[config.mk]
export PLATFORM = sky130hd
export DESIGN_NAME = conv_window_gen
export DESIGN_NICKNAME = d
export VERILOG_FILES = /design/src/rtl/conv_window_gen.sv
export SDC_FILE = /design/constraint.sdc
export NUM_CORES = 1
export LEC_CHECK = 0
export BUFFER_PORTS_ARGS = -buffer_cell sky130_fd_sc_hd__buf_2
export CORE_UTILIZATION = 50
export CTS_CLUSTER_DIAMETER = 200
export DETAILED_ROUTE_END_ITERATION = 8
export PLACE_DENSITY_LB_ADDON = 0.25
export SKIP_LAST_GASP = 1
export SLEW_MARGIN = 10
export SYNTH_ARGS = -nofsm -noshare
export SYNTH_HDL_FRONTEND = slang
export SYNTH_SLANG_ARGS = --single-unit
[constraint.sdc]
create_clock -name i_clk -period 2.8 [get_ports i_clk]
set_input_delay 0.28 -clock i_clk [delete_from_list [all_inputs] [get_ports i_clk]]
set_output_delay 0.28 -clock i_clk [all_outputs]
set_load 0.01 [all_outputs]
[src/rtl/conv_window_gen.sv]
// 3x3 sliding-window generator: raster pixel stream in, one registered window per valid beat.
// Optional build macro CONV_WIN_STRIDE2_EN decimates the emitted windows to stride 2.
module conv_window_gen #(
  parameter int F = 28,
  parameter int B = 8
) (
  input  logic           i_clk,
  input  logic           i_rst_n,
  input  logic           i_sof,
  input  logic [B-1:0]   i_pixel,
  input  logic           i_pixel_valid,
  output logic [9*B-1:0] o_pixel_data,
  output logic           o_pixel_data_valid,
  output logic           o_frame_done
);

  localparam int CW = (F > 1) ? $clog2(F) : 1;
  localparam logic [CW-1:0] LAST = CW'(F - 1);
  localparam logic [CW-1:0] ONE  = CW'(1);
  localparam logic [CW-1:0] TWO  = CW'(2);

  typedef enum logic {S_FILL, S_RUN} state_t;

  state_t          state_q, state_d, state_eff;
  logic [CW-1:0]   col_q, col_d, col_eff;
  logic [CW-1:0]   row_q, row_d, row_eff;
  logic            col_end, row_end;
  logic            emit_d, frame_end_d;

  logic [B-1:0]    lb0_q [F];
  logic [B-1:0]    lb1_q [F];
  logic [B-1:0]    tap1, tap2;
  logic [B-1:0]    win_q [3][3];
  logic [B-1:0]    win_d [3][3];
  logic [9*B-1:0]  win_flat;

  logic [9*B-1:0]  data_q;
  logic            vld_q;
  logic            done_q;

  // A start-of-frame beat is processed as pixel (0,0) of a fresh frame.
  always_comb begin
    col_eff   = i_sof ? '0 : col_q;
    row_eff   = i_sof ? '0 : row_q;
    state_eff = i_sof ? S_FILL : state_q;
    col_end   = (col_eff == LAST);
    row_end   = (row_eff == LAST);
    tap1      = lb0_q[col_eff];
    tap2      = lb1_q[col_eff];
  end

  always_comb begin
    emit_d = i_pixel_valid && (state_eff == S_RUN) && (col_eff >= TWO);
`ifdef CONV_WIN_STRIDE2_EN
    // Rows and columns start emitting at index 2, so even index == even offset.
    emit_d = emit_d && !col_eff[0] && !row_eff[0];
`endif
    frame_end_d = i_pixel_valid && (state_eff == S_RUN) && col_end && row_end;
  end

  always_comb begin
    col_d   = col_eff;
    row_d   = row_eff;
    state_d = state_eff;
    if (i_pixel_valid) begin
      if (col_end) begin
        col_d = '0;
        row_d = row_end ? '0 : row_eff + ONE;
      end else begin
        col_d = col_eff + ONE;
      end
      case (state_eff)
        S_FILL: if (col_end && (row_eff == ONE)) state_d = S_RUN;
        S_RUN:  if (col_end && row_end)          state_d = S_FILL;
        default:                                 state_d = S_FILL;
      endcase
    end
  end

  // Window shifts left by one column; the new right column is the two taps plus the new pixel.
  always_comb begin
    for (int r = 0; r < 3; r++) begin
      win_d[r][0] = win_q[r][1];
      win_d[r][1] = win_q[r][2];
    end
    win_d[0][2] = tap2;
    win_d[1][2] = tap1;
    win_d[2][2] = i_pixel;
    win_flat = '0;
    for (int r = 0; r < 3; r++) begin
      for (int c = 0; c < 3; c++) begin
        win_flat[(3*r+c)*B +: B] = win_d[r][c];
      end
    end
  end

  always_ff @(posedge i_clk or negedge i_rst_n) begin
    if (!i_rst_n) begin
      col_q   <= '0;
      row_q   <= '0;
      state_q <= S_FILL;
      vld_q   <= 1'b0;
      done_q  <= 1'b0;
      data_q  <= '0;
    end else begin
      col_q   <= col_d;
      row_q   <= row_d;
      state_q <= state_d;
      vld_q   <= emit_d;
      done_q  <= frame_end_d;
      if (emit_d) data_q <= win_flat;
    end
  end

  // Line buffers and shift array are datapath only; stale contents are gated by the FSM.
  always_ff @(posedge i_clk) begin
    if (i_pixel_valid) begin
      lb1_q[col_eff] <= tap1;
      lb0_q[col_eff] <= i_pixel;
      win_q          <= win_d;
    end
  end

  assign o_pixel_data       = data_q;
  assign o_pixel_data_valid = vld_q;
  assign o_frame_done       = done_q;

endmodule
==> metrics.md <==
| Metric | Value |
|---|---|
| Worst path max stage delay | around 0.5 ns |
| Buffers on Ports | 85 |
| Crit path cell chain | buf_12, buf_4, mux2_2, a22oi_1, a21oi_1, a211oi_1, nand2_1, buf_12 |
| Peak Freq | approximately 360 MHz |
| Kind of critical path | register to register |
| Nets | roughly 1.6k |
| Peak VDD IR | about 460 µV |
| Power per cell area | roughly 700 mW/mm² |
| Postcts setup bufs | 0 |
| Total gr overflow | 0 |
| Static leakage | slightly below 10 nW |
| Area Overhead vs Synth | 18.7% |
| Clk pin slew, worst setup/hold paths | about 0.060 ns |
| Initial antenna violation count | 1 |
| Max Root-Sink Buffers | 3 |
| Final Hold Fails | 0 |
| Share of layout cells above drive strength 1 | between 20 and 30% |
| Critical path fanouts, max | 29 |
| CTS tree | yes |
| Hold_ws | around 0.14 ns |
| Via-to-Cell Ratio | around 6 |
| Row count | 77 |
| Most used cell along the critical path | buf_12 |
| Vias in the first global route | between 10k and 15k |
| DRC | 0 |
| Worst Tran Pin Value | approximately 0.80 ns |
| Via count | roughly 13k |
| Final Cycle Share | a little over nine tenths |
| RePlAce Congestion | 0.875 |
| Number of synthesized flops with an enable pin | slightly below 500 |
| Initial drt markers | about 1.5k |
| Post-route minimum period | around 2.8 ns |
| GR peak layer | met2 |
| Post-Synthesis Cell Area | approximately 0.022 mm² |
| Detail Placement HPWL | roughly 37 mm |
| HP Class | primary input to register |
| Die Width | roughly 210 µm |
| Max capacitance violation total | 0 |
| Io pins | 86 |
| Largest net degree at the start of global routing | 46 |
| All-Layer GR Usage | about 26% |
| Worst EP required | approximately 3.2 ns |
| Slew HR | 46.7% |
| Avg Inst Size Synth | between 15 and 20 µm² |
| Final setup vio count | 0 |
| Seq cells post-synth | between 500 and 600 |
| Met3 Use GR | between 4 and 5% |
| Critical Path AT | between 3 and 4 ns |
| First-pass GRT wire length | approximately 85 mm |
| Slowest stage cell, crit path | a211oi_1 |
| Sequential fraction of the synthesis area | 75.8% |
| First drt pass iteration count | 5 |
| Syn Inst Count | roughly 1.3k |
| Register area | about 0.017 mm² |
| Max Slew Vio Count | 0 |
| Tot Pwr | approximately 0.019 W |
| Core Region | 0.0442 mm² |
| Grt met1 use | a little over a third |
| Clk root buf | clkbuf_16 |
| Drt total wl | about 57 mm |
| Asr flop ratio synth | between 10% and 20% |
| Most used DFF post-synth | edfxtp_1 |
| Post-Syn Nets | between 1k and 1.5k |
| Setup Skew | around 0.015 ns |
| Wire per inst | ~26 µm |
| Synth cell types | 76 |
| Unrepaired setup endpoints after global routing | no |
| Filler instances | around 3.2k |
| Synth warn | 0 |
| Initial Utilization | between 50% and 60% |
| Status | completed |
| Die height | 214 µm |
| Full die area | approximately 0.046 mm² |
| H-Tree Depth | 2 |
| Worst skew pair latency | slightly above 0.6 ns |
| TritonCTS buffer count | between 50 and 60 |
| Startpoint types | register |
| Multi-input logic area | about 0.0050 mm² |
| Routed Antenna Nets | 0 |
| Grt met2 use | around two fifths |
| Crit. End Element | register |
| CTS sink count | between 500 and 600 |
## final timing paths
path | start | to | slack, ns | depth (start not counted)
setup / recovery | col_q[0] | lb1_q[13][0] | 0.03 | 8
hold / removal | i_pixel_valid | win_d[36] | 0.14 | 1
setup reg to reg | col_q[0] | lb1_q[13][0] | 0.03 | 8
hold reg to reg | win_d[14] | win_d[22] | 0.44 | 0
max in group asynchronous | i_rst_n | o_pixel_data[69] | 1.89 | 3
min in group asynchronous | i_rst_n | o_pixel_data[46] | 0.23 | 2
## worst max-delay path: cells and delay by family (launching register included)
kind / cells / cell delay [ns]
buf+inv: 3 / 0.67
simple gates: 1 / 0.18
mux: 1 / 0.37
compound gates: 3 / 0.79
flops: 1 / 0.47
## power breakdown
| part | switching (W) | internal, W | leakage, nW | total, W |
|---|---|---|---|---|
| logic | 0.00105 | 0.000610 | 3.15 | 0.00166 |
| clock network | 0.00313 | 0.00414 | 0.874 | 0.00726 |
| registers | 0.0000568 | 0.00970 | 5.70 | 0.00976 |
## state kept, by name, indices dropped and copies added (netlist names)
name                cells
lb1_q                 224
win_d                  48
lb0_q                 224
col_q                   5
row_q                   5
o_pixel_data           72
o_frame_done            1
o_pixel_data_valid      1
state_q                 1
## synthesized netlist by cell type, types with 10 or more instances
library cell,number,area (µm²)
o21ai_0,44,220
edfxtp_1,496,14900
nor3_1,10,50.1
a222oi_1,10,100
mux2i_1,55,551
nand3_1,15,75.1
mux2_2,109,1230
o22ai_1,12,75.1
buf_2,45,225
nor2_1,67,251
a31oi_1,17,106
a21oi_1,43,215
nand2_1,57,214
dfrtp_1,85,2130
a22oi_1,31,233
a221oi_1,31,272
nor2b_1,22,138
and2_1,11,68.8
a211oi_1,14,105
clkbuf_1,26,97.6
## logic make-up after synthesis
logic type	synth area share [%]
xor gates and xnor gates	0.117
and+or+nand+nor	5.45
buffers and inverters	1.94
AOI/OAI and AO/OA	7.95
muxes	8.52
adders and majority gates	0.167
DFF	75.8
## through the flow
stage,util [%],setup slack [ns],instance area (µm²),setup TNS [ns],cells
6_report,60.2,0.0307,26600,0,2205
5_1_grt,60.2,0.00863,26600,0,2204
4_1_cts,60.2,0.115,26600,0,2204
3_5_place_dp,56.1,-0.0213,24800,-0.545,2095
3_3_place_gp,56.1,-0.0157,24800,-0.381,2095
2_1_floorplan,-,0.219,22500,0,1329
## what timing repair did
item | 4_1_cts | 5_1_grt
hold endpoints to repair | 40 | 0
resized for setup | 1 | 3
hold buffers | 1 | 0
endpoints found under the setup margin | 29 | 78
## per-layer routing
metal  routed length [µm]  vias to the layer above
li1                     -                     5734
met1                23700                     6764
met2                27100                      711
met3                 4990                      102
met4                 1460                        0
met5                    0                        -
## cell type report
cell class                      instances  share of cell area (%)
Clock buffer                           85                    6.17
Sequential cell                       581                    63.9
Multi-Input combinational cell        659                    18.9
Timing Repair Buffer                  258                    7.57
Inverter                                6                  0.0846
Antenna cell                            1                 0.00940
Clock inverter                         23                   0.521
Tap cell                              592                    2.78
## layout by cell type, fill, tap and decap left out, types with 7 or more instances in the layout
| master | instances |
|---|---|
| a222oi_1 | 10 |
| and2_1 | 11 |
| a221oi_1 | 31 |
| dfrtp_1 | 83 |
| buf_2 | 84 |
| a211oi_1 | 13 |
| clkinv_2 | 11 |
| clkbuf_1 | 19 |
| o22ai_1 | 12 |
| mux2i_1 | 55 |
| a21oi_1 | 43 |
| nor2_1 | 67 |
| nand2b_1 | 9 |
| clkinv_1 | 8 |
| mux2_2 | 109 |
| clkbuf_8 | 7 |
| buf_12 | 23 |
| nand3_1 | 15 |
| a31oi_1 | 17 |
| o221ai_1 | 8 |
| nor2b_1 | 21 |
| buf_4 | 150 |
| o21ai_0 | 43 |
| nand2_1 | 57 |
| clkbuf_16 | 59 |
| a22oi_1 | 31 |
| edfxtp_1 | 496 |
Note: power is estimated with default switching activity, not from simulation.
